--- src/rtl/ls_issue_queue_pkg.sv ---
// rtl/ls_issue_queue_pkg.sv - shared types and constants for the load/store issue queue
//
// Contents: ROB_TAG_W, XLEN, dec_inst_t (decoded load/store), lsq_entry_t (one
// queue slot), tag_hit() writeback/tag compare helper.
package ls_issue_queue_pkg;

    localparam int ROB_TAG_W = 4;
    localparam int XLEN      = 32;

    typedef enum logic [1:0] {
        LS_BYTE = 2'd0,
        LS_HALF = 2'd1,
        LS_WORD = 2'd2,
        LS_RSVD = 2'd3
    } ls_size_e;

    typedef struct packed {
        logic        is_store;
        ls_size_e    size;
        logic        sign_ext;
        logic [11:0] imm;
    } dec_inst_t;

    typedef struct packed {
        logic                 valid;
        dec_inst_t            inst;
        logic [ROB_TAG_W-1:0] rob_slot;
        logic [XLEN-1:0]      a_val;
        logic                 a_rdy;
        logic [ROB_TAG_W-1:0] a_tag;
        logic [XLEN-1:0]      b_val;
        logic                 b_rdy;
        logic [ROB_TAG_W-1:0] b_tag;
    } lsq_entry_t;

    function automatic logic tag_hit(input logic                 wb_valid,
                                     input logic [ROB_TAG_W-1:0] wb_idx,
                                     input logic [ROB_TAG_W-1:0] tag);
        return wb_valid && (wb_idx == tag);
    endfunction

endpackage

--- src/rtl/lsq_operand.sv ---
// rtl/lsq_operand.sv - next-state logic for one operand slot (capture on enqueue, wakeup by ROB tag)
//
// Ports:
//   entry_valid_i            owning entry currently holds an instruction
//   cur_val_i/rdy_i/tag_i    stored operand state
//   load_i                   entry is being written by an enqueue this cycle
//   enq_val_i/rdy_i/tag_i    operand presented by dispatch
//   wb_valid_i/idx_i/data_i  writeback bus
//   nxt_val_o/rdy_o/tag_o    operand state to store at the next edge
//   hit_o                    stored operand is pending and matches the writeback now
module lsq_operand
    import ls_issue_queue_pkg::*;
(
    input  logic                 entry_valid_i,
    input  logic [XLEN-1:0]      cur_val_i,
    input  logic                 cur_rdy_i,
    input  logic [ROB_TAG_W-1:0] cur_tag_i,
    input  logic                 load_i,
    input  logic [XLEN-1:0]      enq_val_i,
    input  logic                 enq_rdy_i,
    input  logic [ROB_TAG_W-1:0] enq_tag_i,
    input  logic                 wb_valid_i,
    input  logic [ROB_TAG_W-1:0] wb_idx_i,
    input  logic [XLEN-1:0]      wb_data_i,
    output logic [XLEN-1:0]      nxt_val_o,
    output logic                 nxt_rdy_o,
    output logic [ROB_TAG_W-1:0] nxt_tag_o,
    output logic                 hit_o
);

    assign hit_o = entry_valid_i && !cur_rdy_i && tag_hit(wb_valid_i, wb_idx_i, cur_tag_i);

    always_comb begin
        nxt_val_o = cur_val_i;
        nxt_rdy_o = cur_rdy_i;
        nxt_tag_o = cur_tag_i;
        if (load_i) begin
            nxt_tag_o = enq_tag_i;
            if (enq_rdy_i) begin
                nxt_val_o = enq_val_i;
                nxt_rdy_o = 1'b1;
            end else if (tag_hit(wb_valid_i, wb_idx_i, enq_tag_i)) begin
                // producer writes back in the very cycle we are dispatched
                nxt_val_o = wb_data_i;
                nxt_rdy_o = 1'b1;
            end else begin
                nxt_val_o = enq_val_i;
                nxt_rdy_o = 1'b0;
            end
        end else if (hit_o) begin
            nxt_val_o = wb_data_i;
            nxt_rdy_o = 1'b1;
        end
    end

endmodule

--- src/rtl/ls_issue_queue.sv ---
// rtl/ls_issue_queue.sv - in-order load/store issue queue with operand wakeup from the writeback bus
//
// Optional feature macro: LSQ_ISSUE_BYPASS_EN (head may issue using the current writeback).
// Ports:
//   clock, reset_n (async active-low), flush
//   enq_valid/enq_ready, enq_inst, enq_rob_slot, enq_A/B, enq_A/B_valid, enq_A/B_tag
//   wb_valid, wb_idx, wb_data                 writeback bus
//   inst, inst_valid, A, B, rob_slot, ls_ready  issue port to the LS wrapper
//   count                                     occupied entries
module ls_issue_queue
    import ls_issue_queue_pkg::*;
#(
    parameter int DEPTH = 8
) (
    input  logic                  clock,
    input  logic                  reset_n,
    input  logic                  flush,
    input  logic                  enq_valid,
    output logic                  enq_ready,
    input  dec_inst_t             enq_inst,
    input  logic [ROB_TAG_W-1:0]  enq_rob_slot,
    input  logic [XLEN-1:0]       enq_A,
    input  logic [XLEN-1:0]       enq_B,
    input  logic                  enq_A_valid,
    input  logic                  enq_B_valid,
    input  logic [ROB_TAG_W-1:0]  enq_A_tag,
    input  logic [ROB_TAG_W-1:0]  enq_B_tag,
    input  logic                  wb_valid,
    input  logic [ROB_TAG_W-1:0]  wb_idx,
    input  logic [XLEN-1:0]       wb_data,
    output dec_inst_t             inst,
    output logic                  inst_valid,
    output logic [XLEN-1:0]       A,
    output logic [XLEN-1:0]       B,
    output logic [ROB_TAG_W-1:0]  rob_slot,
    input  logic                  ls_ready,
    output logic [$clog2(DEPTH):0] count
);

    localparam int IDX_W = $clog2(DEPTH);
    localparam int PTR_W = IDX_W + 1;

`ifdef LSQ_ISSUE_BYPASS_EN
    localparam logic BYPASS = 1'b1;
`else
    localparam logic BYPASS = 1'b0;
`endif

    lsq_entry_t        entries_q [DEPTH];
    lsq_entry_t        entries_d [DEPTH];
    logic [PTR_W-1:0]  head_q, head_d, tail_q, tail_d;
    logic [IDX_W-1:0]  head_idx, tail_idx;
    lsq_entry_t        head_e;
    logic              full, enq_fire, a_ok, b_ok, a_byp, b_byp;

    logic [DEPTH-1:0]     load_en, a_rdy_n, b_rdy_n, a_hit, b_hit;
    logic [XLEN-1:0]      a_val_n [DEPTH];
    logic [XLEN-1:0]      b_val_n [DEPTH];
    logic [ROB_TAG_W-1:0] a_tag_n [DEPTH];
    logic [ROB_TAG_W-1:0] b_tag_n [DEPTH];

    assign head_idx = head_q[IDX_W-1:0];
    assign tail_idx = tail_q[IDX_W-1:0];
    assign full     = (head_idx == tail_idx) && (head_q[IDX_W] != tail_q[IDX_W]);
    assign enq_ready = !full;
    assign enq_fire  = enq_valid && !full && !flush;
    assign count     = tail_q - head_q;

    for (genvar i = 0; i < DEPTH; i++) begin : g_entry
        assign load_en[i] = enq_fire && (tail_idx == IDX_W'(i));

        lsq_operand u_op_a (
            .entry_valid_i (entries_q[i].valid),
            .cur_val_i     (entries_q[i].a_val),
            .cur_rdy_i     (entries_q[i].a_rdy),
            .cur_tag_i     (entries_q[i].a_tag),
            .load_i        (load_en[i]),
            .enq_val_i     (enq_A),
            .enq_rdy_i     (enq_A_valid),
            .enq_tag_i     (enq_A_tag),
            .wb_valid_i    (wb_valid),
            .wb_idx_i      (wb_idx),
            .wb_data_i     (wb_data),
            .nxt_val_o     (a_val_n[i]),
            .nxt_rdy_o     (a_rdy_n[i]),
            .nxt_tag_o     (a_tag_n[i]),
            .hit_o         (a_hit[i])
        );

        lsq_operand u_op_b (
            .entry_valid_i (entries_q[i].valid),
            .cur_val_i     (entries_q[i].b_val),
            .cur_rdy_i     (entries_q[i].b_rdy),
            .cur_tag_i     (entries_q[i].b_tag),
            .load_i        (load_en[i]),
            .enq_val_i     (enq_B),
            .enq_rdy_i     (enq_B_valid),
            .enq_tag_i     (enq_B_tag),
            .wb_valid_i    (wb_valid),
            .wb_idx_i      (wb_idx),
            .wb_data_i     (wb_data),
            .nxt_val_o     (b_val_n[i]),
            .nxt_rdy_o     (b_rdy_n[i]),
            .nxt_tag_o     (b_tag_n[i]),
            .hit_o         (b_hit[i])
        );
    end

    // Issue side: outputs always mirror the head; inst_valid is the only qualifier.
    assign head_e     = entries_q[head_idx];
    assign a_byp      = BYPASS && a_hit[head_idx];
    assign b_byp      = BYPASS && b_hit[head_idx];
    assign a_ok       = head_e.a_rdy || a_byp;
    assign b_ok       = head_e.b_rdy || b_byp;
    assign inst_valid = head_e.valid && a_ok && b_ok && ls_ready && !flush;
    assign inst       = head_e.inst;
    assign rob_slot   = head_e.rob_slot;
    assign A          = a_byp ? wb_data : head_e.a_val;
    assign B          = b_byp ? wb_data : head_e.b_val;

    always_comb begin
        head_d = head_q;
        tail_d = tail_q;
        for (int i = 0; i < DEPTH; i++) begin
            entries_d[i]       = entries_q[i];
            entries_d[i].a_val = a_val_n[i];
            entries_d[i].a_rdy = a_rdy_n[i];
            entries_d[i].a_tag = a_tag_n[i];
            entries_d[i].b_val = b_val_n[i];
            entries_d[i].b_rdy = b_rdy_n[i];
            entries_d[i].b_tag = b_tag_n[i];
            if (load_en[i]) begin
                entries_d[i].valid    = 1'b1;
                entries_d[i].inst     = enq_inst;
                entries_d[i].rob_slot = enq_rob_slot;
            end
        end
        // Head and tail slots never coincide while both an issue and an
        // enqueue fire: a full queue blocks enqueue, an empty one cannot issue.
        if (inst_valid) begin
            entries_d[head_idx].valid = 1'b0;
            head_d = head_q + PTR_W'(1);
        end
        if (enq_fire) begin
            tail_d = tail_q + PTR_W'(1);
        end
        if (flush) begin
            head_d = '0;
            tail_d = '0;
            for (int i = 0; i < DEPTH; i++) begin
                entries_d[i].valid = 1'b0;
            end
        end
    end

    always_ff @(posedge clock or negedge reset_n) begin
        if (!reset_n) begin
            head_q <= '0;
            tail_q <= '0;
            for (int i = 0; i < DEPTH; i++) begin
                entries_q[i] <= '0;
            end
        end else begin
            head_q <= head_d;
            tail_q <= tail_d;
            for (int i = 0; i < DEPTH; i++) begin
                entries_q[i] <= entries_d[i];
            end
        end
    end

endmodule
--- config.mk ---
export PLATFORM = sky130hd
export DESIGN_NAME = ls_issue_queue
export DESIGN_NICKNAME = d
export VERILOG_FILES = /design/src/rtl/ls_issue_queue_pkg.sv /design/src/rtl/lsq_operand.sv /design/src/rtl/ls_issue_queue.sv
export SDC_FILE = /design/constraint.sdc
export NUM_CORES = 2
export LEC_CHECK = 0
export CAP_MARGIN = 20
export CORE_MARGIN = 2
export CORE_UTILIZATION = 54
export CTS_CLUSTER_DIAMETER = 200
export DETAILED_ROUTE_END_ITERATION = 7
export GPL_TIMING_DRIVEN = 0
export HOLD_SLACK_MARGIN = 0.05
export PLACE_DENSITY_LB_ADDON = 0.08
export REMOVE_ABC_BUFFERS = 1
export SYNTH_ARGS = -nofsm -noshare
export SYNTH_HDL_FRONTEND = slang
export SYNTH_SLANG_ARGS = --single-unit
--- constraint.sdc ---
create_clock -name clock -period 3.1 [get_ports clock]
set_input_delay 0.62 -clock clock [delete_from_list [all_inputs] [get_ports clock]]
set_output_delay 0.62 -clock clock [all_outputs]
set_load 0.02 [all_outputs]
==> results.md <==
* Status: complete, but fails checks
* Failing checks: DRC, setup timing
* CTS tree: done
* Cells after Synth at 3775
* Compound-Gate Fraction of Synth Area at 20.0%
* Pin count of the biggest net entering global routing at 125
* Hold slack at 411 ps
* 1st-iter DRT viols at 6896
* Gate power share at 27.1%
* Drt drc at 10
* Critical path launch point type: flip-flop
* Setup crit end kind: flip-flop
* Core Area at 67400 sq um
* Hold Crit Class: in -> async
* Filler cells at 4295
* Yosys top cell area share at 52.1%
* Max-slew violations at 0
* Total grt overflow at 0
* Warning count from the yosys run at 0
* Initial Util at 54.7%
* CP max stage delay at 870 ps
* PortBufs at 225
* Clk root buf: clkbuf_16
* Main synth FF type: dfrtp_1
* Clk buf depth at 3
* Worst Reg-to-Reg Cells at 12
* Synth Cell Area at 36900 sq um
* Critical path type: reg -> reg
* Required time of the critical path at 3560 ps
* Commonest non-fill, non-tap cells in the layout: nand2_1 (771), dfrtp_1 (765), nor2_1 (503), a221oi_1 (467), buf_4 (195)
* WL final at 178 mm
* I/O pin count at 226
* Mux contribution to synthesized area at 5.01%
* Final net count at 4302
* Initial antenna violation count at 14
* DR vias at 38277
* First-pass GRT wire length at 249 mm
* Worst-margin pin slew at 1210 ps
* Setup Skew at 41.2 ps
* Ys async rst share at 100%
* Switching Share at 33.2%
* Total power draw at 34.5 mW
* Cell chain of the critical path: buf_4 > buf_12 > ha_4 > buf_12 > nand3_4 > buf_4 > o2111ai_4 > or4_4 > o31ai_4 > buf_16 > buf_16 > a221oi_2
* Final non-filler cell total at 5106
* Footprint of the multi-input gates at 17500 sq um
* Synth Area in XOR/XNOR at 1.85%
* FP Rows at 95
* Power per cell area at 700 nW/um^2
* Yosys top cell by area: dfrtp_1
* Gr usage total at 48.2%
* Die area at 70400 sq um
* Number of synthesized flops with an enable pin at 0
* Share of cells above drive strength 1 at 24.0%
* Avg Vias per Cell at 7.50
* Max VDD drop at 0.484 mV
* Clock sink total at 768
* Internal Power at 23.1 mW
* Flop pwr share at 42.7%
* Main combinational cell family by area after synthesis: compound AO/OA/AOI/OAI gates
* Final worst slack at -768 ps
* Leak at 21.5 nW
* Buf+Inv Stages, Crit Path at 6
* Max-Cap Viols at 0
* Routed Antenna Nets at 0
* Clock latency on the worst-skew pair at 690 ps
* RSZ-0062 raised after global routing: true
* Die width at 265 microns
* # setup viols final at 246
* Die height at 265 microns
* CTS Buf Count at 83
* # H-tree levels at 3
* Clk pwr share at 30.2%
* CP max FO at 12
* Commonest non-fill, non-tap cell in the layout: nand2_1
* Final Hold Fails at 0
* Layout area overhead at 33.8%
* Wire per inst at 34.9 microns
* Fmax at 259 MHz
* R2r setup slk at -770 ps
* Worst slew margin at 19.6%
* RePlAce Congestion at 0.897
* Clock-pin slew on the worst setup and hold paths at 70 ps
* Switch Pwr at 11.5 mW
* HPWL Detailed at 87.3 mm
* Critical R2R Launch: head_q[0]$_DFFE_PN0P_
* Vias in the first global route at 37647
* Synth top area cells: dfrtp_1 (52%), a221oi_1 (12%), nand2_1 (8.0%)
* Yosys cell types at 59
* Delay-heaviest family, CP: compound AO/OA/AOI/OAI gates
* Tcrit/Tclk final at 125%
* Synth Area in Simple Gates at 15.2%
* CP arrival at 4330 ps
* Cells after DPL at 4615
* Synthesized area per cell at 9.77 sq um
* Sequential fraction of the synthesis area at 52.1%
* Post-synthesis adder-cell area fraction at 0.393%
* Seq cells post-synth at 768
* Sequential cell area at 19200 sq um
* Final setup TNS at -31670 ps
* Minimum clock period at 3870 ps
* Slowest library cell on the worst path: a221oi_2
* DRT Pass-1 Iters at 8
==> layout make-up <==
cell class                      count  area share, %
Antenna cell                       11         0.0558
Clock inverter                     30          0.692
Inverter                          109          0.925
Multi-Input combinational cell   2551           35.4
Timing Repair Buffer              640           16.8
Tap cell                          873           2.21
Sequential cell                   768           38.9
Clock buffer                      122           4.91
Timing Repair inverter              2         0.0507
==> timing repair <==
action,in CTS,in global routing
hold endpoints to repair,25,0
endpoints found under the setup margin,857,513
cloned,36,10
hold buffers,1,0
setup buffers,214,94
resized for setup,711,235
pin swaps,94,95
==> power groups by stage <==
stage                     clock, mW  sequential (mW)  combinational (mW)
after floorplan                   0             14.1                5.09
after global placement            0             14.6                7.31
after detailed placement          0             14.6                7.84
after CTS                      10.2             14.4                8.41
after global routing           10.8             15.0                9.94
final                          10.4             14.8                9.36
==> routing by layer <==
| layer | up-vias | track usage (%) | routed length (microns) |
|---|---|---|---|
| met2 | 3841 | 68.3 | 73800 |
| met5 | - | 0.832 | 320 |
| met3 | 1392 | 21.6 | 28700 |
| met4 | 10 | 39.6 | 19500 |
| met1 | 18552 | 56.4 | 56000 |
| li1 | 14482 | - | - |
==> synthesized netlist by cell type, types with 49 or more instances <==
cell type and instances:
nand2_1 782, dfrtp_1 768, nor2_1 533, a221oi_1 509, clkbuf_1 220, inv_1 107, buf_2 82, mux2i_1 72
o21ai_0 71, o221a_2 64, nand3_1 63, xnor2_1 49
==> worst register-to-register path, stage by stage (launching register included) <==
cell and delay, ps:
dfrtp_4 500, buf_4 200, buf_12 150, ha_4 300
buf_12 110, nand3_4 100, buf_4 180, o2111ai_4 360
or4_4 290, o31ai_4 180, buf_16 220, buf_16 170
a221oi_2 880
==> kinds of logic (layout without fill, tap and decap cells) <==
family | after synthesis | after routing
simple gates | 1434 | 1437
compound gates | 882 | 888
flops | 768 | 768
buf+inv | 465 | 903
mux | 138 | 138
xor+xnor | 77 | 77
fa+ha+maj | 11 | 11
other cells | 0 | 11
==> metrics by stage <==
step	worst slack (ps)	cell area [sq um]	utilization, %
after global placement	-31440	38600	57.3
after floorplan	-4700	35300	-
after detailed placement	-2620	41500	61.6
final	-768	49400	73.3
after CTS	-353	47900	71.0
after global routing	-662	49300	73.2
==> worst max path at each step <==
stage                     slack [ps]  cells after the start                          to                   from
after floorplan                -4700                      4                    inst[11]  head_q[1]$_DFFE_PN0P_
after global placement        -31440                      1  asynchronous set/reset pin                reset_n
after detailed placement       -2620                      8                   flip-flop  head_q[2]$_DFFE_PN0P_
after CTS                       -350                     10                       B[24]  head_q[0]$_DFFE_PN0P_
after global routing            -660                     12                   flip-flop  head_q[0]$_DFFE_PN0P_
final                           -770                     12                   flip-flop  head_q[0]$_DFFE_PN0P_
Power figures use the tool's default switching activity.
